--- config.mk ---
export PLATFORM = sky130hd
export DESIGN_NAME = ras_recovery_sequencer
export DESIGN_NICKNAME = d
export VERILOG_FILES = /design/src/rtl/ras_recovery_sequencer.sv
export SDC_FILE = /design/constraint.sdc
export NUM_CORES = 1
export LEC_CHECK = 0
export ABC_AREA = 0
export CORE_MARGIN = 10
export CORE_UTILIZATION = 50
export CTS_CLUSTER_SIZE = 24
export DETAILED_ROUTE_END_ITERATION = 8
export GPL_ROUTABILITY_DRIVEN = 0
export MAX_ROUTING_LAYER = met4
export PLACE_DENSITY = 0.77
export SETUP_SLACK_MARGIN = 0.15
export SLEW_MARGIN = 25
export SYNTH_ARGS = -nofsm -noshare
export SYNTH_HDL_FRONTEND = slang
export SYNTH_SLANG_ARGS = --single-unit
--- constraint.sdc ---
create_clock -name clk -period 15.3 [get_ports clk]
set_input_delay 4.59 -clock clk [delete_from_list [all_inputs] [get_ports clk]]
set_output_delay 4.59 -clock clk [all_outputs]
set_load 0.01 [all_outputs]
--- src/rtl/ras_recovery_sequencer.sv ---
// RAS pointer-recovery sequencer: picks the oldest backend recovery by ROB age, issues one
// registered strobe with checkpoint pointers, then stalls fetch-side RAS updates for a lockout.
module ras_recovery_sequencer #(
  parameter int unsigned NUM_SRC       = 2,
  parameter int unsigned RAS_ENTRY_NUM = 16,
  parameter int unsigned AGE_W         = 7,
  parameter int unsigned LOCK_CYCLES   = 2,
  localparam int unsigned IDX_W        = $clog2(RAS_ENTRY_NUM)
) (
  input  logic                     clk,
  input  logic                     rst,
  input  logic [AGE_W-1:0]         robHead,
  input  logic                     flushAll,
  input  logic [NUM_SRC-1:0]       srcValid,
  input  logic [NUM_SRC*AGE_W-1:0] srcAge,
  input  logic [NUM_SRC*IDX_W-1:0] srcStackTop,
  input  logic [NUM_SRC*IDX_W-1:0] srcQueueTail,
  output logic [NUM_SRC-1:0]       srcAck,
  output logic                     recoverValid,
  output logic [IDX_W-1:0]         recoverStackTop,
  output logic [IDX_W-1:0]         recoverQueueTail,
  output logic                     fetchStall,
  output logic                     busy,
  output logic [15:0]              dropCount
);

  localparam int unsigned SrcW = (NUM_SRC > 1) ? $clog2(NUM_SRC) : 1;
  localparam int unsigned CntW = $clog2(LOCK_CYCLES + 2);

  typedef enum logic [1:0] {StIdle, StIssue, StLock} state_e;

  state_e            state_q;
  logic [AGE_W-1:0]  age_q;
  logic              flush_q;
  logic [CntW-1:0]   cnt_q;
  logic              recover_valid_q, fetch_stall_q, busy_q;
  logic [IDX_W-1:0]  top_q, tail_q;
  logic [15:0]       drop_cnt_q;

  logic [AGE_W-1:0]  src_rel [NUM_SRC];
  logic              src_found;
  logic [SrcW-1:0]   src_idx;
  logic [AGE_W-1:0]  src_best_rel;
  logic [AGE_W-1:0]  lat_rel;
  logic              cand_older, accept;
  logic [AGE_W-1:0]  cand_age;
  logic [IDX_W-1:0]  cand_top, cand_tail;
  logic [16:0]       n_valid, n_drop, drop_sum;
  logic [15:0]       drop_cnt_d;

  assign srcAck = srcValid;

  // Oldest valid source; strict compare keeps the lower index on equal age.
  always_comb begin
    src_found    = 1'b0;
    src_idx      = '0;
    src_best_rel = '0;
    n_valid      = '0;
    for (int i = 0; i < NUM_SRC; i++) begin
      src_rel[i] = srcAge[i*AGE_W +: AGE_W] - robHead;
      n_valid    = n_valid + 17'(srcValid[i]);
      if (srcValid[i] && (!src_found || src_rel[i] < src_best_rel)) begin
        src_found    = 1'b1;
        src_idx      = SrcW'(i);
        src_best_rel = src_rel[i];
      end
    end
  end

  always_comb begin
    lat_rel   = age_q - robHead;
    cand_age  = flushAll ? robHead : srcAge[src_idx*AGE_W +: AGE_W];
    cand_top  = flushAll ? '0 : srcStackTop[src_idx*IDX_W +: IDX_W];
    cand_tail = flushAll ? '0 : srcQueueTail[src_idx*IDX_W +: IDX_W];
    // A latched flush can only be displaced by nothing; a new flush beats any source.
    if (flushAll) cand_older = !flush_q;
    else          cand_older = src_found && !flush_q && (src_best_rel < lat_rel);
    accept     = (flushAll || src_found) && ((state_q == StIdle) || cand_older);
    n_drop     = n_valid - 17'(accept && !flushAll && src_found);
    drop_sum   = {1'b0, drop_cnt_q} + n_drop;
    drop_cnt_d = drop_sum[16] ? 16'hFFFF : drop_sum[15:0];
  end

  always_ff @(posedge clk or posedge rst) begin
    if (rst) begin
      state_q         <= StIdle;
      age_q           <= '0;
      flush_q         <= 1'b0;
      cnt_q           <= '0;
      recover_valid_q <= 1'b0;
      fetch_stall_q   <= 1'b0;
      busy_q          <= 1'b0;
      top_q           <= '0;
      tail_q          <= '0;
      drop_cnt_q      <= '0;
    end else begin
      recover_valid_q <= 1'b0;
      drop_cnt_q      <= drop_cnt_d;
      if (accept) begin
        state_q         <= StIssue;
        age_q           <= cand_age;
        flush_q         <= flushAll;
        top_q           <= cand_top;
        tail_q          <= cand_tail;
        recover_valid_q <= 1'b1;
        fetch_stall_q   <= 1'b1;
        busy_q          <= 1'b1;
      end else begin
        unique case (state_q)
          StIssue: begin
            if (LOCK_CYCLES == 0) begin
              state_q       <= StIdle;
              fetch_stall_q <= 1'b0;
              busy_q        <= 1'b0;
            end else begin
              state_q <= StLock;
              cnt_q   <= CntW'(LOCK_CYCLES);
            end
          end
          StLock: begin
            if (cnt_q <= CntW'(1)) begin
              state_q       <= StIdle;
              fetch_stall_q <= 1'b0;
              busy_q        <= 1'b0;
            end
            cnt_q <= cnt_q - CntW'(1);
          end
          default: ;
        endcase
      end
    end
  end

  assign recoverValid     = recover_valid_q;
  assign recoverStackTop  = top_q;
  assign recoverQueueTail = tail_q;
  assign fetchStall       = fetch_stall_q;
  assign busy             = busy_q;
  assign dropCount        = drop_cnt_q;

endmodule

==> summary.md, run 1 <==
| Metric | Value |
|---|---|
| Status | `complete, no violations` |
| Normalized max-slew margin | `0.339` |
| Slowest-stage cell, CP | `a311oi_2` |
| IO buf count | `70` |
| Rows | `31` |
| Ys flop type | `dfrtp_1` |
| Die area | `11200 sq um` |
| RR Endpoint | `dropCount[11]` |
| Drt first pass iters | `4` |
| FF-to-FF path depth | `29` |
| Unique cell type count in the Yosys netlist | `63` |
| N_diodes | `0` |
| Hold Vio Cnt, Final | `0` |
| Worst Setup SP | `robHead[1]` |
| Max clock buf depth | `2` |
| Largest net degree at the start of global routing | `39` |
| Netlist Area Pre-Place | `around 3700 sq um` |
| Remaining DRCs | `0` |
| Area grow syn2layout | `23.6%` |
| Setup TNS Final | `0 ns` |
| Endpoints failing setup | `0` |
| Required time worst endpoint | `roughly 15 ns` |
| Clk sink count | `38` |
| Post_cts resized | `0` |
| Hold WC Path Type | `reg2reg` |
| Seq/Total Area, Yosys | `0.258` |
| Core area | `about 7200 sq um` |
| Initial antenna violation count | `0` |
| DR vias | `3140` |
| Async set-or-reset flop fraction in the synthesized netlist | `1.00` |
| Setup crit end | `dropCount[11]` |
| Die width | `between 100 and 150 um` |
| Syn Nets | `between 500 and 600` |
| GRT Total Usage | `0.167` |
| Fin nets | `~570` |
| CP endpoint kind | `flop` |
| Max Fclk | `75.7 MHz` |
| Crit-path max FO | `18` |
| Top cell by count, worst path | `ha_1` |
| Average cell area after synthesis | `roughly 9 sq um` |
| Avg Vias per Cell | `around 5.5` |
| Most frequent cells in the layout | `clkdlybuf4s50_1 (70), ha_1 (53), nand2_1 (46), inv_1 (40), dfrtp_1 (38)` |
| Ratio of cells with drive above 1 in the final layout | `0.0672` |
| Max-cap viol count | `0` |
| First-pass GRT wire length | `between 15 and 20 mm` |
| HPWL after detailed placement | `a little over 7 mm` |
| Post-DP Area | `roughly 4500 sq um` |
| Die Height | `106 um` |
| Post-route setup slack | `around 2.1 ns` |
| CTS tree | `yes` |
| Initial core utilization | `0.511` |
| Post-CTS Hold Buffers | `0` |
| Hold path start | `flush_q` |
| Final period utilization | `0.863` |
| Commonest non-fill, non-tap cell in the layout | `clkdlybuf4s50_1` |
| Clock Skews | `between 0.009 and 0.01 ns` |
| EDFF count, synth | `0` |
| H-tree depth | `2` |
| Setup bufs post-CTS | `0` |
| Synthesis warning total | `0` |
| Synthesis-stage register bit count | `38` |
| Vias in the first global route | `between 3000 and 4000` |
| Hold depth | `2` |
| Worst reg2reg startpoint | `age_q[0]` |
| Minimum clock period | `around 13 ns` |
| Crit Path Category | `in2reg` |
| RSZ-0062 raised after global routing | `false` |
| Finished Cell Area | `between 4000 and 5000 sq um` |
| Clk_lat worst skew | `0.30 ns` |
| CTS Buf Count | `5` |
| Slew Viols, Final | `0` |
| Clock slew at reported path FFs | `roughly 0.09 ns` |
| CP Launch Type | `input pin` |
| Overflow after GRT | `0` |
| WP data arrival | `approximately 13 ns` |
| Leak | `between 2 and 2.5 nW` |
| CTS root buf | `clkbuf_8` |
| Pwr Density | `about 180 nW/um^2` |
| R2R setup slack | `between 7 and 8 ns` |
| Routed len/inst | `roughly 16 um` |
| Routed WL | `roughly 9 mm` |
| Cell count after synthesis | `a little over 400` |
| Worst VDD drop | `~0.00011 V` |
| Post-route ant nets | `0` |
| Ports | `71` |
| Pre-CTS setup slack | `roughly 1.8 ns` |
| Worst stage delay on the critical path | `a little under 0.9 ns` |
| Iteration-0 DRC Markers | `101` |
| Slew @ Worst Pin | `0.992 ns` |
-- kinds of logic after synthesis --
family / count (synthesis) / share of synthesized area
xor gates and xnor gates: 25 / 0.0594
buffers and inverters: 53 / 0.0614
DFF: 38 / 0.258
adders and majority gates: 57 / 0.202
and+or+nand+nor: 84 / 0.112
muxes: 26 / 0.0733
AOI/OAI and AO/OA: 124 / 0.234
-- worst min path at each step --
stage	end	slack, ns
after global placement	flush_q	0.46
after detailed placement	flush_q	0.48
final	flush_q	0.50
after floorplan	flush_q	0.45
after CTS	flush_q	0.51
after global routing	age_q[3]	0.53
-- worst max-delay path, delay by kind of cell --
kind	cells	cell delay, ns
and+or+nand+nor	4	0.93
AOI/OAI and AO/OA	18	4.32
xor gates and xnor gates	1	0.22
adders and majority gates	7	2.48
buffers and inverters	5	0.78
-- report_power, final --
group | leakage (nW) | switching (mW) | internal, mW
Sequential | 0.437 | 0.0281 | 0.149
Combinational | 1.68 | 0.303 | 0.277
Clock | 0.0472 | 0.0411 | 0.0363
-- routing by layer --
metal | vias up | share of wire | global-route usage
li1 | 1585 | - | -
met1 | 1456 | 0.49 | 0.203
met2 | 87 | 0.47 | 0.278
met3 | 12 | 0.036 | 0.0280
met4 | 0 | 0.013 | 0.0445
met5 | - | 0 | -
-- stage by stage --
step	hold WS, ns	util	total power [mW]	std cells
5_1_grt	0.525	0.631	0.916	575
6_report	0.502	0.631	0.834	575
4_1_cts	0.507	0.631	0.840	575
3_3_place_gp	0.460	0.618	0.741	567
2_1_floorplan	0.445	-	0.595	407
3_5_place_dp	0.482	0.618	0.757	567
-- Yosys cell counts (all sizes together), types with 2 or more instances --
cell	count	area, sq um
ha	53	663
nand2	47	179
inv	41	154
dfrtp	38	951
o21ai	34	178
a21oi	25	129
mux2i	18	180
xnor2	16	140
a21o	15	114
buf	10	65.1
nand2b	10	62.6
xor2	9	78.8
mux2	8	90.1
nor2	7	26.3
a2bb2oi	6	52.6
nor2b	5	38.8
o21bai	5	37.5
a211oi	4	42.5
fa	4	80.1
o21a	4	30.0
or3	4	27.5
a31o	3	26.3
a31oi	3	25.0
nand3	3	15.0
o211ai	3	22.5
o32ai	3	26.3
a211o	2	17.5
a311oi	2	23.8
clkbuf	2	7.51
nor3	2	21.3
o211a	2	20.0
o22ai	2	12.5
o31a	2	17.5
or2	2	12.5
-- state kept, by name, summed over array words and instances, names as in the netlist --
name,flops
state_q,2
dropCount,16
flush_q,1
busy,1
age_q,7
recoverQueueTail,4
cnt_q,2
recoverValid,1
recoverStackTop,4
-- final cells by class --
class,count,area (sq um)
clock buffer,6,82.6
fill,637,2660
inverter,41,154
sequential,38,951
timing repair buffer,73,723
multi-input combinational,316,2510
tap,99,124
clock inverter,2,12.5
No activity file was read; power rests on OpenSTA's default activity.
==> inputs of run 2 (changes only) <==
- GPL_TIMING_DRIVEN: unset -> 0
==> summary.md, run 2 (synthesis results as in run 1) <==
| Metric | Value |
|---|---|
| Normalized max-slew margin | `0.504` |
| Drt first pass iters | `4` |
| Max reg flops | `16` |
| WP data arrival | `around 14 ns` |
| Post_cts resized | `0` |
| Fin nets | `a little under 600` |
| Pwr Density | `~180 nW/um^2` |
| GRT Total Usage | `0.167` |
| Clk_lat worst skew | `about 0.29 ns` |
| Clock slew at reported path FFs | `0.09 ns` |
| Ports | `a little over 70` |
| Top cell by count, worst path | `ha_1` |
| Vias in the first global route | `3191` |
| Slew @ Worst Pin | `0.744 ns` |
| Ratio of cells with drive above 1 in the final layout | `0.0806` |
| Worst stage delay on the critical path | `approximately 0.62 ns` |
| Clk sink count | `38` |
| Hold WC Path Type | `reg2reg` |
| Clock Skews | `approximately 0.013 ns` |
| CTS tree | `yes` |
| Area grow syn2layout | `25.2%` |
| Post-CTS Hold Buffers | `0` |
| Slowest-stage cell, CP | `ha_1` |
| IO buf count | `70` |
| Grt met2 use | `0.264` |
| Minimum clock period | `13.40 ns` |
| Remaining DRCs | `0` |
| Status | `complete, no violations` |
| Overflow after GRT | `0` |
| Most frequent cells in the layout | `clkdlybuf4s50_1 (70), ha_1 (53), nand2_1 (46), inv_1 (39), dfrtp_1 (38)` |
| Endpoints failing setup | `0` |
| Max-cap viol count | `0` |
| Avg Vias per Cell | `about 5.5` |
| Met1 GRT Util | `0.219` |
| Met3 Use GR | `0.0231` |
| Initial antenna violation count | `0` |
| WHS | `0.498 ns` |
| Hold Vio Cnt, Final | `0` |
| Placed cell count | `between 500 and 600` |
| Core area | `between 7000 and 8000 sq um` |
| Routed len/inst | `15.4 um` |
| Worst VDD drop | `between 0.0001 and 0.00015 V` |
| Iteration-0 DRC Markers | `115` |
| Rows | `31` |
| Layout Cells excl Fill | `a little under 600` |
| Die width | `106 um` |
| Die Height | `around 110 um` |
| Final period utilization | `0.876` |
| RSZ-0062 raised after global routing | `false` |
| Commonest non-fill, non-tap cell in the layout | `clkdlybuf4s50_1` |
| Leak | `2.20 nW` |
| Setup TNS Final | `0 ns` |
| First-pass GRT wire length | `around 15 mm` |
| N_diodes | `0` |
| Required time worst endpoint | `15.47 ns` |
| Routed WL | `about 9.0 mm` |
| Largest net degree at the start of global routing | `29` |
| CTS root buf | `clkbuf_8` |
| Fill cells | `646` |
| Die area | `~11000 sq um` |
| Post-route ant nets | `0` |
| Max clock buf depth | `2` |
| Setup bufs post-CTS | `0` |
| CP endpoint kind | `flop` |
| CTS Buf Count | `5` |
| Hold depth | `2` |
| H-tree depth | `2` |
| Initial core utilization | `0.511` |
| FF-to-FF path depth | `30` |
| CP Launch Type | `input pin` |
| Multi-input logic area | `~2500 sq um` |
| Slew Viols, Final | `0` |
| Max Fclk | `approximately 75 MHz` |
| Busiest grt layer | `met2` |
| HPWL after detailed placement | `between 7 and 8 mm` |
| Crit-path max FO | `18` |
| Crit Path Category | `in2reg` |
| DR vias | `3188` |
| Register cell area after layout | `951 sq um` |
## run 2: metrics by stage
stage	setup slack, ns	util	area [sq um]	power, mW
2_1_floorplan	3.32	-	3690	0.595
3_3_place_gp	1.81	0.625	4510	0.746
3_5_place_dp	1.70	0.628	4530	0.768
4_1_cts	1.97	0.639	4610	0.846
5_1_grt	1.39	0.639	4610	0.926
6_report	1.90	0.639	4610	0.842
## run 2: critical path, delay by kind of cell
family                     cells  cell delay [ns]
buffers and inverters          9             1.64
xor gates and xnor gates       1             0.24
AOI/OAI and AO/OA             18             4.15
adders and majority gates      7             2.28
and+or+nand+nor                4             0.63
## run 2: area by class of cell
cell class                      instances  area share
Clock buffer                            6      0.0179
Tap cell                               99      0.0269
Sequential cell                        38       0.206
Buffer                                 12      0.0157
Inverter                               41      0.0334
Multi-Input combinational cell        316       0.544
Timing Repair Buffer                   71       0.156
## run 2: path summary, 6_finish.rpt
path                            startpoint            endpoint  slack, ns
worst min-delay path               flush_q             flush_q       0.50
min in group asynchronous              rst        dropCount[6]       4.55
worst min register to register     flush_q             flush_q       0.50
max in group asynchronous              rst  recoverStackTop[0]      10.31
worst max register to register    age_q[0]       dropCount[12]       8.22
worst max-delay path            robHead[1]       dropCount[12]       1.90
## run 2: power by group
part	switching [mW]	internal, mW
Clock	0.0367	0.0349
Sequential	0.0279	0.149
Combinational	0.308	0.285
Total	0.372	0.469
## run 2: per-layer routing
metal,vias up,routed length (um),part of all wire
li1,1604,-,-
met1,1506,4530,0.51
met2,67,4120,0.46
met3,11,224,0.025
met4,0,99,0.011
met5,-,0,0
==> inputs of run 3 (changes only) <==
- CORE_MARGIN: 10 -> 3
- SKIP_CTS_REPAIR_TIMING: unset -> 1
==> summary.md, run 3 (synthesis results as in run 1) <==
| Metric | Value |
|---|---|
| Overflow after GRT | `0` |
| Endpoints failing setup | `0` |
| Post-route setup slack | `around 1.9 ns` |
| Ratio of cells with drive above 1 in the final layout | `0.0844` |
| Iteration-0 DRC Markers | `between 200 and 250` |
| Remaining DRCs | `0` |
| Clk sink count | `38` |
| Avg Vias per Cell | `about 5.5` |
| WHS | `~0.5 ns` |
| Commonest non-fill, non-tap cell in the layout | `clkdlybuf4s50_1` |
| Initial antenna violation count | `0` |
| Crit-path max FO | `18` |
| CTS root buf | `clkbuf_8` |
| Final period utilization | `0.876` |
| N_diodes | `0` |
| CP endpoint kind | `flop` |
| Area grow syn2layout | `26.5%` |
| Most frequent cells in the layout | `clkdlybuf4s50_1 (70), ha_1 (53), nand2_1 (46), inv_1 (39), dfrtp_1 (38)` |
| Multi-input logic area | `between 2000 and 3000 sq um` |
| Worst VDD drop | `0.000115 V` |
| WP data arrival | `around 14 ns` |
| Die width | `roughly 92 um` |
| Post-DP Area | `roughly 4500 sq um` |
| Status | `complete, no violations` |
| Pre-CTS setup slack | `around 1.7 ns` |
| Crit Path Category | `in2reg` |
| GRT Total Usage | `0.224` |
| Core area | `~7000 sq um` |
| Required time worst endpoint | `approximately 15 ns` |
| Die area | `~8400 sq um` |
| Placed cell count | `approximately 570` |
| Vias in the first global route | `3400` |
| Clock Skews | `0.00392 ns` |
| Slew @ Worst Pin | `0.743 ns` |
| Max reg flops | `16` |
| Largest net degree at the start of global routing | `29` |
| Power Total | `slightly below 900 uW` |
| Clk_lat worst skew | `0.30 ns` |
| Max Fclk | `roughly 75 MHz` |
| Setup TNS Final | `0 ns` |
| Rows | `30` |
| Layout Cells excl Fill | `roughly 580` |
| IO buf count | `70` |
| Fill cells | `about 570` |
| Routed len/inst | `15.0 um` |
| Top cell by count, worst path | `ha_1` |
| First-pass GRT wire length | `roughly 15 mm` |
| Post-route ant nets | `0` |
| Drt first pass iters | `4` |
| Register cell area after layout | `roughly 950 sq um` |
| CTS Buf Count | `5` |
| DR vias | `roughly 3200` |
| Max-cap viol count | `0` |
| Minimum clock period | `around 13 ns` |
| RSZ-0062 raised after global routing | `false` |
| Max clock buf depth | `2` |
| Normalized max-slew margin | `0.504` |
| HPWL after detailed placement | `just under 7 mm` |
| Final core utilization | `0.668` |
| Slew Viols, Final | `0` |
| Hold Vio Cnt, Final | `0` |
| Routed WL | `approximately 8.7 mm` |
| Die Height | `approximately 92 um` |
| Finished Cell Area | `roughly 4700 sq um` |
| Leak | `approximately 2.2 nW` |
| CP Launch Type | `input pin` |
| Worst stage delay on the critical path | `between 0.6 and 0.7 ns` |
| Pwr Density | `188 nW/um^2` |
| Slowest-stage cell, CP | `ha_1` |
| Ports | `71` |
| CTS tree | `yes` |
| H-tree depth | `2` |
| Hold WC Path Type | `reg2reg` |
| Fin nets | `between 500 and 600` |
| Clock slew at reported path FFs | `0.08 ns` |
| Initial core utilization | `0.528` |
[run 3: changes by cell type in the layout (fill, tap and decap cells not counted)]
cell	change
bufinv_16	+2
clkbuf_8	-1
clkinv_4	+1
[run 3: final timing paths]
kind / startpoint / to / slack [ns] / cells past startpoint
max in group asynchronous: rst / age_q[4] / 10.30 / 3
worst max register to register: age_q[0] / dropCount[12] / 8.18 / 30
worst max-delay path: robHead[1] / dropCount[12] / 1.90 / 38
worst min-delay path: flush_q / flush_q / 0.50 / 2
min in group asynchronous: rst / dropCount[14] / 4.55 / 2
worst min register to register: flush_q / flush_q / 0.50 / 2
[run 3: final cells by class]
type	count	area share
clock buffers	5	0.0148
multi-input cells	316	0.538
plain buffers	12	0.0156
flip-flops and latches	38	0.204
repair buffers	71	0.155
inverters	41	0.0330
well taps	96	0.0258
clock inverters	3	0.0148
[run 3: worst max-delay path: cells and delay by family]
kind | cells | cell delay, ns
AO/OA/AOI/OAI | 18 | 4.16
AND/OR/NAND/NOR | 4 | 0.62
multiplexers | 1 | 0.38
buffers and inverters | 8 | 1.57
adder cells (fa/ha/maj) | 7 | 2.25
[run 3: report_power, final]
group	internal (mW)	switching (mW)	leakage [nW]
clock	0.0654	0.0403	0.0683
sequential	0.149	0.0282	0.437
combinational	0.285	0.308	1.72
total	0.499	0.377	2.22
[run 3: routing by layer]
layer / vias up / GRT usage / routed length (um)
met5: - / - / 0
met4: 0 / 0.0483 / 108
met3: 12 / 0.0525 / 479
met2: 84 / 0.369 / 4100
met1: 1496 / 0.283 / 4030
li1: 1610 / - / -
